<file path="src/rtl/dmem_sram_like_bridge_pkg.sv">
// Shared definitions for the data-side sram-like bridge.
// Holds the FSM state encoding and the bus size codes.
package dmem_sram_like_bridge_pkg;

  typedef enum logic [1:0] {
    ST_IDLE = 2'd0,
    ST_ADDR = 2'd1,
    ST_DATA = 2'd2,
    ST_DONE = 2'd3
  } state_e;

  localparam logic [1:0] SZ_BYTE = 2'd0;
  localparam logic [1:0] SZ_HALF = 2'd1;
  localparam logic [1:0] SZ_WORD = 2'd2;

  function automatic logic is_busy(input state_e s);
    return (s == ST_ADDR) || (s == ST_DATA);
  endfunction

endpackage

</file>
<file path="src/rtl/dmem_sram_like_bridge.sv">
// MEM-stage to sram-like data bus bridge: one bus transaction per access,
// held read word for load extraction, MEM stall and sticky bus watchdog.
module dmem_sram_like_bridge
  import dmem_sram_like_bridge_pkg::*;
#(
  parameter int unsigned TIMEOUT = 1024
) (
  input  logic        clk,
  input  logic        rst,
  input  logic        mem_valid,
  input  logic        mem_wr,
  input  logic [1:0]  mem_size,
  input  logic [31:0] mem_addr,
  input  logic [31:0] mem_wdata,
  input  logic        mem_flush,
  input  logic        pipe_stall,
  output logic        data_req,
  output logic        data_wr,
  output logic [1:0]  data_size,
  output logic [31:0] data_addr,
  output logic [31:0] data_wdata,
  input  logic        data_addr_ok,
  input  logic        data_data_ok,
  input  logic [31:0] data_rdata,
  output logic [31:0] mem_rdata,
  output logic        mem_stall,
  output logic        bus_timeout
);

  localparam int unsigned WD_W = (TIMEOUT > 0) ? $clog2(TIMEOUT + 1) : 1;
  localparam logic [WD_W-1:0] WD_MAX = WD_W'(TIMEOUT);

  state_e          state_q, state_d;
  logic            data_req_q, data_req_d;
  logic            data_wr_q, data_wr_d;
  logic [1:0]      data_size_q, data_size_d;
  logic [31:0]     data_addr_q, data_addr_d;
  logic [31:0]     data_wdata_q, data_wdata_d;
  logic [31:0]     mem_rdata_q, mem_rdata_d;
  logic            discard_q, discard_d;
  logic [WD_W-1:0] wd_cnt_q, wd_cnt_d;
  logic            bus_timeout_q, bus_timeout_d;
  logic            discard_eff;
  logic [WD_W-1:0] wd_inc;

  always_comb begin
    state_d       = state_q;
    data_wr_d     = data_wr_q;
    data_size_d   = data_size_q;
    data_addr_d   = data_addr_q;
    data_wdata_d  = data_wdata_q;
    mem_rdata_d   = mem_rdata_q;
    discard_d     = discard_q;
    bus_timeout_d = bus_timeout_q;
    // A flush arriving together with data_ok still drops the result.
    discard_eff   = discard_q | mem_flush;

    unique case (state_q)
      ST_IDLE: begin
        if (mem_valid && !mem_flush) begin
          state_d      = ST_ADDR;
          data_wr_d    = mem_wr;
          data_size_d  = mem_size;
          data_addr_d  = mem_addr;
          data_wdata_d = mem_wdata;
        end
      end
      ST_ADDR: begin
        if (mem_flush) discard_d = 1'b1;
        if (data_addr_ok) state_d = ST_DATA;
      end
      ST_DATA: begin
        if (mem_flush) discard_d = 1'b1;
        if (data_data_ok) begin
          if (discard_eff) begin
            state_d   = ST_IDLE;
            discard_d = 1'b0;
          end else begin
            state_d = ST_DONE;
            if (!data_wr_q) mem_rdata_d = data_rdata;
          end
        end
      end
      ST_DONE: begin
        if (!pipe_stall || mem_flush) state_d = ST_IDLE;
      end
      default: state_d = ST_IDLE;
    endcase

    data_req_d = (state_d == ST_ADDR);

    // Counts every busy cycle, including the one that leaves ADDR/DATA.
    wd_inc   = (wd_cnt_q == WD_MAX) ? wd_cnt_q : wd_cnt_q + 1'b1;
    wd_cnt_d = '0;
    if (is_busy(state_q) && is_busy(state_d)) wd_cnt_d = wd_inc;
    if ((TIMEOUT != 0) && is_busy(state_q) && (wd_inc == WD_MAX)) bus_timeout_d = 1'b1;
  end

  always_ff @(posedge clk) begin
    if (rst) begin
      state_q       <= ST_IDLE;
      data_req_q    <= 1'b0;
      data_wr_q     <= 1'b0;
      data_size_q   <= '0;
      data_addr_q   <= '0;
      data_wdata_q  <= '0;
      mem_rdata_q   <= '0;
      discard_q     <= 1'b0;
      wd_cnt_q      <= '0;
      bus_timeout_q <= 1'b0;
    end else begin
      state_q       <= state_d;
      data_req_q    <= data_req_d;
      data_wr_q     <= data_wr_d;
      data_size_q   <= data_size_d;
      data_addr_q   <= data_addr_d;
      data_wdata_q  <= data_wdata_d;
      mem_rdata_q   <= mem_rdata_d;
      discard_q     <= discard_d;
      wd_cnt_q      <= wd_cnt_d;
      bus_timeout_q <= bus_timeout_d;
    end
  end

  assign data_req    = data_req_q;
  assign data_wr     = data_wr_q;
  assign data_size   = data_size_q;
  assign data_addr   = data_addr_q;
  assign data_wdata  = data_wdata_q;
  assign mem_rdata   = mem_rdata_q;
  assign bus_timeout = bus_timeout_q;
  assign mem_stall   = ((state_q == ST_IDLE) && mem_valid && !mem_flush) || is_busy(state_q);

endmodule

</file>
<file path="config.mk">
export PLATFORM = sky130hd
export DESIGN_NAME = dmem_sram_like_bridge
export DESIGN_NICKNAME = d
export VERILOG_FILES = /design/src/rtl/dmem_sram_like_bridge_pkg.sv /design/src/rtl/dmem_sram_like_bridge.sv
export SDC_FILE = /design/constraint.sdc
export NUM_CORES = 1
export LEC_CHECK = 0
export ABC_CLOCK_PERIOD_IN_PS = 2000
export BUFFER_PORTS_ARGS = -buffer_cell sky130_fd_sc_hd__buf_2
export CAP_MARGIN = 20
export CORE_MARGIN = 5
export CORE_UTILIZATION = 40
export DETAILED_ROUTE_END_ITERATION = 10
export PLACE_DENSITY = 0.73
export SYNTH_ARGS = -nofsm -noshare
export SYNTH_HDL_FRONTEND = slang
export SYNTH_SLANG_ARGS = --single-unit
</file>
<file path="constraint.sdc">
create_clock -name clk -period 2 [get_ports clk]
set_input_delay 0.1 -clock clk [delete_from_list [all_inputs] [get_ports clk]]
set_output_delay 0.1 -clock clk [all_outputs]
set_load 0.02 [all_outputs]
</file>
==> impl_metrics.env, run 1 <==
export IMPL_crit_path_max_fanout=6
export IMPL_via_count_of_the_first_global_routing_pass=4997
export IMPL_clock_tree_buffer_depth=2
export IMPL_rr_startpoint="state_q[0]$_SDFF_PP0_"
export IMPL_final_cell_count_no_fill=1023
export IMPL_cap_violations=0
export IMPL_final_cell_area_um2=7390
export IMPL_kind_of_launch_point_of_the_worst_setup_path="flop"
export IMPL_grt_overflow=0
export IMPL_drt_vias_per_instance=4.87
export IMPL_min_period_ns=2.12
export IMPL_max_vdd_ir_drop_uv=513
export IMPL_drt_first_pass_iters=5
export IMPL_synth_cell_type_count=46
export IMPL_pwr_density_cell_nw_per_um2=801
export IMPL_gp_routability_congestion=0.915
export IMPL_floorplan_die_width_um=115
export IMPL_placeableCoreArea_um2=10900
export IMPL_drv_slew=0
export IMPL_timing_clock_skew_ns=0.00697
export IMPL_cts_tree="yes"
export IMPL_failing_checks="setup timing"
export IMPL_run_status="finished with violations"
export IMPL_io_pin_count=208
export IMPL_worst_hold_path_type="in -> reg"
export IMPL_tightest_slew_ns=0.602
export IMPL_grt_start_max_net_pins=56
export IMPL_seq_cell_area_um2=2300
export IMPL_cp_data_required_time_ns=2.45
export IMPL_min_from="rst"
export IMPL_post_route_hold_slack_ns=0.0449
export IMPL_fin_ws_ns=-0.120
export IMPL_maxSlewHeadroom_pct=59.9
export IMPL_critPathCaptureType="flop"
export IMPL_yosys_warnings=0
export IMPL_beginning_of_the_critical_path="state_q[0]$_SDFF_PP0_"
export IMPL_post_dp_hpwl_um=9150
export IMPL_number_of_vias_after_detailed_routing=4985
export IMPL_timing_worst_setup_path_type="reg -> reg"
export IMPL_postSynthNetCount=670
export IMPL_dominantRegCellSynth="dfxtp_1"
export IMPL_residual_drc=0
export IMPL_fmaxAchievable_ghz=0.472
export IMPL_detailed_place_area_um2=5620
export IMPL_die_area_um2=13300
export IMPL_synth_edf_count=0
export IMPL_drtIter0Drc=414
export IMPL_clk_pin_slew_ns=0.05
export IMPL_die_height_um=115
export IMPL_antenna_cells_inserted=0
export IMPL_effective_utilization_at_floorplan_pct=40.9
export IMPL_finalHoldViolCount=0
export IMPL_grt_setup_unrepaired="yes"
export IMPL_post_route_cells_drive_above_1_share_pct=32.4
export IMPL_h_tree_depth=4
export IMPL_wl_per_cell_um=15.3
export IMPL_synthCells=556
export IMPL_cts_buffers_inserted=17
export IMPL_initial_antenna_violation_count=0
export IMPL_arrival_ns=2.57
export IMPL_worstSkewPairLatency_ns=0.52
export IMPL_cts_root_buf="clkbuf_8"
export IMPL_std_cell_rows=38
export IMPL_synth_seq_cells=115
export IMPL_multiInputGateArea_um2=1980
export IMPL_wirelength_um=15600
export IMPL_place_detailed_instances=881
export IMPL_place_port_buffers=207
export IMPL_drtAntennaViolNets=0
export IMPL_fin_crit_sh_pct=106
export IMPL_setup_violations_final=9
export IMPL_global_route_usage_total_pct=22.6
export IMPL_nets=985
export IMPL_areaGrowthSynthToFinish_pct=66.0
export IMPL_first_pass_grt_wire_length_um=23900
export IMPL_fill_cells=792
export IMPL_synthesis_area_um2=4450
export IMPL_power_leakage_nw=3.34
export IMPL_ys_async_sr_fraction_pct=0
export IMPL_syn_avg_cell_area_um2=8.00
export IMPL_numClockSinks=115
export IMPL_ys_seq_area_share_pct=51.7
## cell usage in the layout (no fill, tap or decap), drive strengths merged, types with 2 or more instances in the layout
cell | netlist | layout
a21oi | 104 | 104
and2 | 2 | 2
buf | 15 | 229
bufinv | 0 | 2
clkbuf | 23 | 28
clkinv | 0 | 3
dfxtp | 115 | 115
dlygate4sd3 | 0 | 103
ha | 8 | 8
inv | 10 | 10
nand2 | 209 | 209
nand3 | 3 | 3
nand4 | 3 | 3
nor2 | 19 | 19
nor2b | 3 | 3
nor3 | 3 | 3
o21ai | 5 | 5
or3 | 2 | 2
xnor2 | 6 | 6
xor2 | 7 | 7
## through the flow
step	TNS, ns	util [%]	setup slack, ns	power (mW)
floorplan	0	-	0.00224	2.71
global placement	-0.783	51.6	-0.116	2.93
finish	-0.927	67.8	-0.120	5.91
detailed placement	-1.59	51.6	-0.200	2.95
CTS	-0.592	66.8	-0.0807	5.93
global route	-2.05	67.8	-0.217	6.15
## power breakdown
part	internal, mW	switching, mW
clock	1.86	0.960
combinational	0.341	0.353
sequential	2.37	0.0382
## area by class of cell
cell class                      instances  share of cell area [%]
Clock inverter                          5                    1.02
Inverter                               10                   0.542
Tap cell                              140                    2.37
Sequential cell                       115                    31.2
Timing Repair Buffer                  334                    31.5
Clock buffer                           26                    6.47
Multi-Input combinational cell        393                    26.9
## kinds of logic (layout without fill, tap and decap cells)
group	after synthesis	after routing	synth area share (%)
simple gates	251	251	23.6
flops	115	115	51.7
xor+xnor	13	13	2.56
compound gates	120	120	14.3
fa+ha+maj	8	8	2.25
buf+inv	48	375	5.23
mux	1	1	0.337
## worst paths after layout
kind                            endpoint  depth (start not counted)  slack (ns)
max               wd_cnt_q[6]$_SDFF_PP0_                         10       -0.12
min               wd_cnt_q[0]$_SDFF_PP0_                          4        0.04
max reg2reg       wd_cnt_q[6]$_SDFF_PP0_                         10       -0.12
min reg2reg  data_wdata[12]$_SDFFE_PP0P_                          2        0.45
## state kept, by name (all words and copies together), names as in the netlist, 2 cells and up
name and cells:
mem_rdata 32, wd_cnt_q 11, data_size 2, state_q 2
data_addr 32, data_wdata 32
## layer usage
metal	global-route usage (%)	part of all wire, %	vias up
met1	25.7	39	2288
met5	0	0	-
met3	7.47	9.4	28
li1	-	-	2433
met4	9.23	2.0	0
met2	39.2	49	236
## worst max-delay path: stages, from the launching register on
cell and delay, ns:
dfxtp_2 0.34, inv_4 0.07, ha_4 0.15, nand2_4 0.06, or3_4 0.34, a22oi_2 0.18
o21ai_2 0.08, ha_1 0.28, nand3b_1 0.26, buf_6 0.20, nor2_1 0.09
## cells in the mapped netlist (2+ instances only)
library cell	number	area share [%]
nand2_1	209	18
dfxtp_1	115	52
a21oi_1	104	12
clkbuf_1	23	1.9
nor2_1	18	1.5
buf_2	9	1.0
inv_1	9	0.76
ha_1	8	2.2
xor2_1	7	1.4
xnor2_1	6	1.2
buf_6	5	1.3
nor2b_1	3	0.42
nor3_1	3	0.34
o21ai_0	3	0.34
nand3_1	2	0.22
o21ai_1	2	0.22
## what timing repair did
item                                    4_1_cts  5_1_grt
endpoints found under the setup margin       12       40
pin swaps                                     5        3
buffers inserted                              2        3
gates resized for setup                      15       10
endpoints found under the hold margin       101        0
cloned                                        0        3
hold buffers                                103        0
No activity file was read; power rests on OpenSTA's default activity.
==> run 2, diff against run 1 <==
BUFFER_PORTS_ARGS = unset   (was -buffer_cell sky130_fd_sc_hd__buf_2)
DONT_BUFFER_PORTS = 1   (was unset)
PLACE_DENSITY = unset   (was 0.73)
==> run 2 against run 1 <==
The run still ends with setup timing left. Total power is 1.8% lower. Clock skew is 0.00053 ns lower. Die area stayed put. Sequential share of layout area is 4.8 points higher. Register-to-register slack better by 0.05 ns. Final cell count is 20% lower. Combinational power is 37% lower. Hold slack worse by 0.011 ns. Via count is 17% lower. Clock-buffer cell count is 1 higher. First-iteration DRC count is 57% lower.
==> impl_metrics.env, run 2 (synthesis results as in run 1) <==
export IMPL_arrival_ns=2.51
export IMPL_power_leakage_nw=2.37
export IMPL_bufs_and_invs_on_worst_path=2
export IMPL_io_pin_count=208
export IMPL_cts_root_buf="clkbuf_8"
export IMPL_run_status="finished with violations"
export IMPL_cellInternalPower_mw=4.53
export IMPL_std_cell_rows=38
export IMPL_drtIter0Drc=178
export IMPL_wl_per_cell_um=16.0
export IMPL_global_route_usage_met2_pct=34.1
export IMPL_drv_slew=0
export IMPL_timing_critical_path_slowest_stage_cell="dfxtp_2"
export IMPL_final_common_cell="nand2_1"
export IMPL_number_of_vias_after_detailed_routing=4139
export IMPL_final_core_util_pct=58.8
export IMPL_rr_startpoint="state_q[0]$_SDFF_PP0_"
export IMPL_clk_pin_slew_ns=0.05
export IMPL_tightest_slew_ns=0.434
export IMPL_drtAntennaViolNets=0
export IMPL_wirelength_um=13100
export IMPL_areaGrowthSynthToFinish_pct=43.9
export IMPL_cp_data_required_time_ns=2.45
export IMPL_die_area_um2=13300
export IMPL_h_tree_depth=4
export IMPL_fmaxAchievable_ghz=0.484
export IMPL_drt_vias_per_instance=5.06
export IMPL_drt_first_pass_iters=5
export IMPL_cts_tree="yes"
export IMPL_path_delay_family="compound AO/OA/AOI/OAI gates"
export IMPL_grt_setup_unrepaired="yes"
export IMPL_worst_r2r_setup_slack_ns=-0.07
export IMPL_beginning_of_the_critical_path="state_q[0]$_SDFF_PP0_"
export IMPL_setup_violations_final=11
export IMPL_grt_overflow=0
export IMPL_global_route_usage_total_pct=18.7
export IMPL_combPwrFrac_pct=7.6
export IMPL_kind_of_launch_point_of_the_worst_setup_path="flop"
export IMPL_critPathCaptureType="flop"
export IMPL_residual_drc=0
export IMPL_initial_antenna_violation_count=0
export IMPL_finalHoldViolCount=0
export IMPL_cts_buffers_inserted=17
export IMPL_placeableCoreArea_um2=10900
export IMPL_grt_busiest_layer="met2"
export IMPL_timing_clock_skew_ns=0.00644
export IMPL_first_pass_grt_wire_length_um=19500
export IMPL_switching_share_pct=22.1
export IMPL_slowest_cell_delay_on_critical_path_ns=0.33
export IMPL_reg2regPathDepth=10
export IMPL_place_port_buffers=0
export IMPL_post_route_cells_drive_above_1_share_pct=11.8
export IMPL_timing_worst_setup_path_type="reg -> reg"
export IMPL_max_vdd_ir_drop_uv=729
export IMPL_worstSkewPairLatency_ns=0.51
export IMPL_failing_checks="setup timing"
export IMPL_fin_crit_sh_pct=103
export IMPL_effective_utilization_at_floorplan_pct=40.9
export IMPL_pwr_density_cell_nw_per_um2=907
export IMPL_fin_ws_ns=-0.0671
export IMPL_worst_setup_slack_post_dpl_ns=-0.142
export IMPL_via_count_of_the_first_global_routing_pass=4125
export IMPL_power_frac_clock_pct=49.3
export IMPL_maxSlewHeadroom_pct=71.0
export IMPL_mostFrequentLayoutCells="nand2_1 (208), dfxtp_1 (113), dlygate4sd3_1 (105)"
export IMPL_die_height_um=115
export IMPL_crit_path_max_fanout=5
export IMPL_post_dp_hpwl_um=7860
export IMPL_critical_path_cell_chain="inv_4 -> ha_4 -> nand2_2 -> o31a_1 -> o21ai_0 -> o21ai_2 -> ha_1 -> nand3b_1 -> buf_6 -> nor2_1"
export IMPL_worst_hold_path_type="in -> reg"
export IMPL_clock_tree_buffer_depth=2
export IMPL_seq_power_share_pct=43.1
export IMPL_min_period_ns=2.07
export IMPL_min_from="mem_valid"
export IMPL_floorplan_die_width_um=115
export IMPL_cap_violations=0
export IMPL_numClockSinks=115
export IMPL_hold_end="data_wdata[20]$_SDFFE_PP0P_"
export IMPL_globalRouteMet3Util_pct=7.99
export IMPL_min_delay_path_depth=4
export IMPL_timing_rr_end="wd_cnt_q[5]$_SDFF_PP0_"
export IMPL_gp_routability_congestion=0.837
export IMPL_groute_layer_met1_usage_pct=18.4
export IMPL_nets=779
export IMPL_grt_start_max_net_pins=106
export IMPL_switching_power_mw=1.28
run 2: worst max path at each step:
stage / end / slack (ns) / cells past startpoint
final: wd_cnt_q[5]$_SDFF_PP0_ / -0.07 / 10
after detailed placement: wd_cnt_q[10]$_SDFF_PP0_ / -0.14 / 10
after global placement: wd_cnt_q[8]$_SDFF_PP0_ / -0.06 / 10
after floorplan: wd_cnt_q[8]$_SDFF_PP0_ / 0.002 / 10
after CTS: wd_cnt_q[8]$_SDFF_PP0_ / -0.04 / 10
after global routing: wd_cnt_q[8]$_SDFF_PP0_ / -0.15 / 10
run 2: final cells by class:
| class | instances | area (um^2) |
|---|---|---|
| Fill cell | 887 | 4490 |
| Sequential cell | 115 | 2310 |
| Timing Repair Buffer | 128 | 1290 |
| Clock buffer | 27 | 502 |
| Multi-Input combinational cell | 393 | 2010 |
| Clock inverter | 4 | 70.1 |
| Antenna cell | 1 | 2.50 |
| Inverter | 10 | 40.0 |
| Tap cell | 140 | 175 |
run 2: per-stage QoR:
step	instance area (um^2)	hold WS, ns	cells	TNS [ns]	total power, mW
6_report	6400	0.0342	818	-0.427	5.81
5_1_grt	6400	0.0324	817	-1.37	6.04
4_1_cts	6320	0.0301	816	-0.170	5.87
3_5_place_dp	4600	0.182	674	-1.11	2.76
3_3_place_gp	4600	0.178	674	-0.412	2.75
2_1_floorplan	4460	0.215	556	0	2.71
run 2: power groups by stage:
stage,clock [mW],sequential (mW),combinational (mW)
2_1_floorplan,0,2.53,0.183
3_3_place_gp,0,2.55,0.200
3_5_place_dp,0,2.55,0.209
4_1_cts,2.94,2.50,0.422
5_1_grt,3.05,2.51,0.482
6_report,2.87,2.50,0.440
run 2: tightest hold or removal path, cell delays in order:
cell	delay, ns
nand3_2	0.08
buf_6	0.18
nand2_1	0.07
a21oi_1	0.05
run 2: repair_timing:
action,4_1_cts,5_1_grt
pin swaps,12,5
gates resized for setup,13,18
setup buffers,4,1
hold buffers,106,0
hold endpoints to repair,108,0
setup endpoints to repair,10,14
cloned,1,0
run 2: per-layer routing:
layer / vias to the layer above / wire (um) / share of wire, %
li1: 2022 / - / -
met1: 1905 / 4610 / 35
met2: 187 / 6810 / 52
met3: 25 / 1400 / 11
met4: 0 / 267 / 2.0
met5: - / 0 / 0
==> run 3, diff against run 2 <==
MAX_ROUTING_LAYER = met4   (was unset)
==> run 3 against run 2 <==
The run still ends with setup timing left. First-iteration DRC count rose by 4.5%. Clock-buffer cell count is the same. Hold slack got worse by 0.0027 ns. Setup slack worse by 0.010 ns. Largest cell class unchanged. Highest routed layer unchanged.
==> impl_metrics.env, run 3 (synthesis results as in run 1) <==
export IMPL_clk_pin_slew_ns=0.05
export IMPL_grt_start_max_net_pins=106
export IMPL_timing_critical_path_slowest_stage_cell="dfxtp_2"
export IMPL_run_status="finished with violations"
export IMPL_fill_cells=884
export IMPL_final_cell_area_um2=6410
export IMPL_residual_drc=0
export IMPL_path_delay_family="compound AO/OA/AOI/OAI gates"
export IMPL_effective_utilization_at_floorplan_pct=40.9
export IMPL_min_period_ns=2.08
export IMPL_cts_root_buf="clkbuf_8"
export IMPL_gp_routability_congestion=0.850
export IMPL_wl_per_cell_um=16.0
export IMPL_io_pin_count=208
export IMPL_post_route_cells_drive_above_1_share_pct=11.8
export IMPL_die_area_um2=13300
export IMPL_numClockSinks=115
export IMPL_fmaxAchievable_ghz=0.481
export IMPL_failing_checks="setup timing"
export IMPL_cp_data_required_time_ns=2.45
export IMPL_max_vdd_ir_drop_uv=730
export IMPL_multiInputGateArea_um2=2020
export IMPL_die_height_um=115
export IMPL_global_route_usage_total_pct=19.4
export IMPL_bufs_and_invs_on_worst_path=2
export IMPL_h_tree_depth=4
export IMPL_worst_hold_path_type="in -> reg"
export IMPL_seq_cell_area_um2=2310
export IMPL_finalHoldViolCount=0
export IMPL_timing_rr_end="wd_cnt_q[5]$_SDFF_PP0_"
export IMPL_wirelength_um=13100
export IMPL_post_dp_hpwl_um=7860
export IMPL_min_from="mem_valid"
export IMPL_clock_tree_buffer_depth=2
export IMPL_power_leakage_nw=2.38
export IMPL_fin_tns_setup_ns=-0.551
export IMPL_maxSlewHeadroom_pct=71.4
export IMPL_hold_end="data_wdata[20]$_SDFFE_PP0P_"
export IMPL_post_route_hold_slack_ns=0.0315
export IMPL_areaGrowthSynthToFinish_pct=44.0
export IMPL_drt_vias_per_instance=5.08
export IMPL_cts_tree="yes"
export IMPL_fin_crit_sh_pct=104
export IMPL_drtIter0Drc=186
export IMPL_initial_antenna_violation_count=0
export IMPL_place_port_buffers=0
export IMPL_drtAntennaViolNets=0
export IMPL_tightest_slew_ns=0.429
export IMPL_detailed_place_area_um2=4600
export IMPL_timing_worst_setup_path_type="reg -> reg"
export IMPL_drt_first_pass_iters=4
export IMPL_slowest_cell_delay_on_critical_path_ns=0.33
export IMPL_min_delay_path_depth=4
export IMPL_reg2regPathDepth=10
export IMPL_drv_slew=0
export IMPL_worst_r2r_setup_slack_ns=-0.08
export IMPL_rr_startpoint="state_q[0]$_SDFF_PP0_"
export IMPL_floorplan_die_width_um=115
export IMPL_critical_path_cell_chain="inv_4 -> ha_4 -> nand2_4 -> o31a_1 -> o21ai_0 -> o21ai_2 -> ha_1 -> nand3b_1 -> buf_6 -> nor2_1"
export IMPL_via_count_of_the_first_global_routing_pass=4121
export IMPL_cap_violations=0
export IMPL_number_of_vias_after_detailed_routing=4154
export IMPL_nets=779
export IMPL_crit_path_max_fanout=5
export IMPL_arrival_ns=2.52
export IMPL_pwr_density_cell_nw_per_um2=907
export IMPL_critPathCaptureType="flop"
export IMPL_cts_buffers_inserted=17
export IMPL_placeableCoreArea_um2=10900
export IMPL_cp_depth=10
export IMPL_worst_setup_slack_post_dpl_ns=-0.142
export IMPL_first_pass_grt_wire_length_um=19600
export IMPL_fin_ws_ns=-0.0772
export IMPL_timing_clock_skew_ns=0.00660
export IMPL_setup_violations_final=11
export IMPL_final_common_cell="nand2_1"
export IMPL_grt_setup_unrepaired="yes"
export IMPL_grt_overflow=0
export IMPL_std_cell_rows=38
export IMPL_mostFrequentLayoutCells="nand2_1 (208), dfxtp_1 (113), dlygate4sd3_1 (105)"
export IMPL_worstSkewPairLatency_ns=0.51
export IMPL_kind_of_launch_point_of_the_worst_setup_path="flop"
## run 3: power breakdown
group / switching (mW) / internal, mW
sequential: 0.137 / 2.37
combinational: 0.205 / 0.235
clock: 0.944 / 1.92
## run 3: repair_timing
item,CTS,global route
endpoints found under the setup margin,10,14
hold buffers,106,0
setup buffers,4,1
pin swaps,12,5
cloned,1,0
hold endpoints to repair,108,0
resized for setup,13,19
## run 3: worst max-delay path by stage
stage                                      from                 endpoint  slack, ns
after global routing      state_q[0]$_SDFF_PP0_   wd_cnt_q[8]$_SDFF_PP0_      -0.16
final                     state_q[0]$_SDFF_PP0_   wd_cnt_q[5]$_SDFF_PP0_      -0.08
after global placement    state_q[0]$_SDFF_PP0_   wd_cnt_q[8]$_SDFF_PP0_      -0.06
after detailed placement  state_q[0]$_SDFF_PP0_  wd_cnt_q[10]$_SDFF_PP0_      -0.14
after CTS                 state_q[0]$_SDFF_PP0_   wd_cnt_q[8]$_SDFF_PP0_      -0.04
after floorplan           state_q[0]$_SDFF_PP0_   wd_cnt_q[8]$_SDFF_PP0_      0.002
## run 3: worst register-to-register path, stage by stage (launching register included)
cell	delay, ns
dfxtp_2	0.33
inv_4	0.07
ha_4	0.15
nand2_4	0.06
o31a_1	0.22
o21ai_0	0.27
o21ai_2	0.11
ha_1	0.27
nand3b_1	0.24
buf_6	0.20
nor2_1	0.10
## run 3: cell type report
type	instances	area share, %
Clock inverter	4	1.09
Multi-Input combinational cell	393	31.5
Clock buffer	27	7.83
Tap cell	140	2.73
Timing Repair Buffer	128	20.2
Antenna cell	1	0.0391
Inverter	10	0.625
Sequential cell	115	36.0
## run 3: stage by stage
step           cells  total power, mW  util (%)
6_report         818             5.81      58.8
5_1_grt          817             6.05      58.8
3_3_place_gp     674             2.75      42.2
3_5_place_dp     674             2.76      42.2
4_1_cts          816             5.87      58.0
2_1_floorplan    556             2.71         -
## run 3: per-layer routing
metal | share of wire, % | GRT usage, % | wire [um]
met1 | 36 | 18.8 | 4690
met2 | 52 | 34.2 | 6890
met3 | 10 | 7.89 | 1330
met4 | 1.6 | 8.14 | 212
met5 | 0 | - | 0
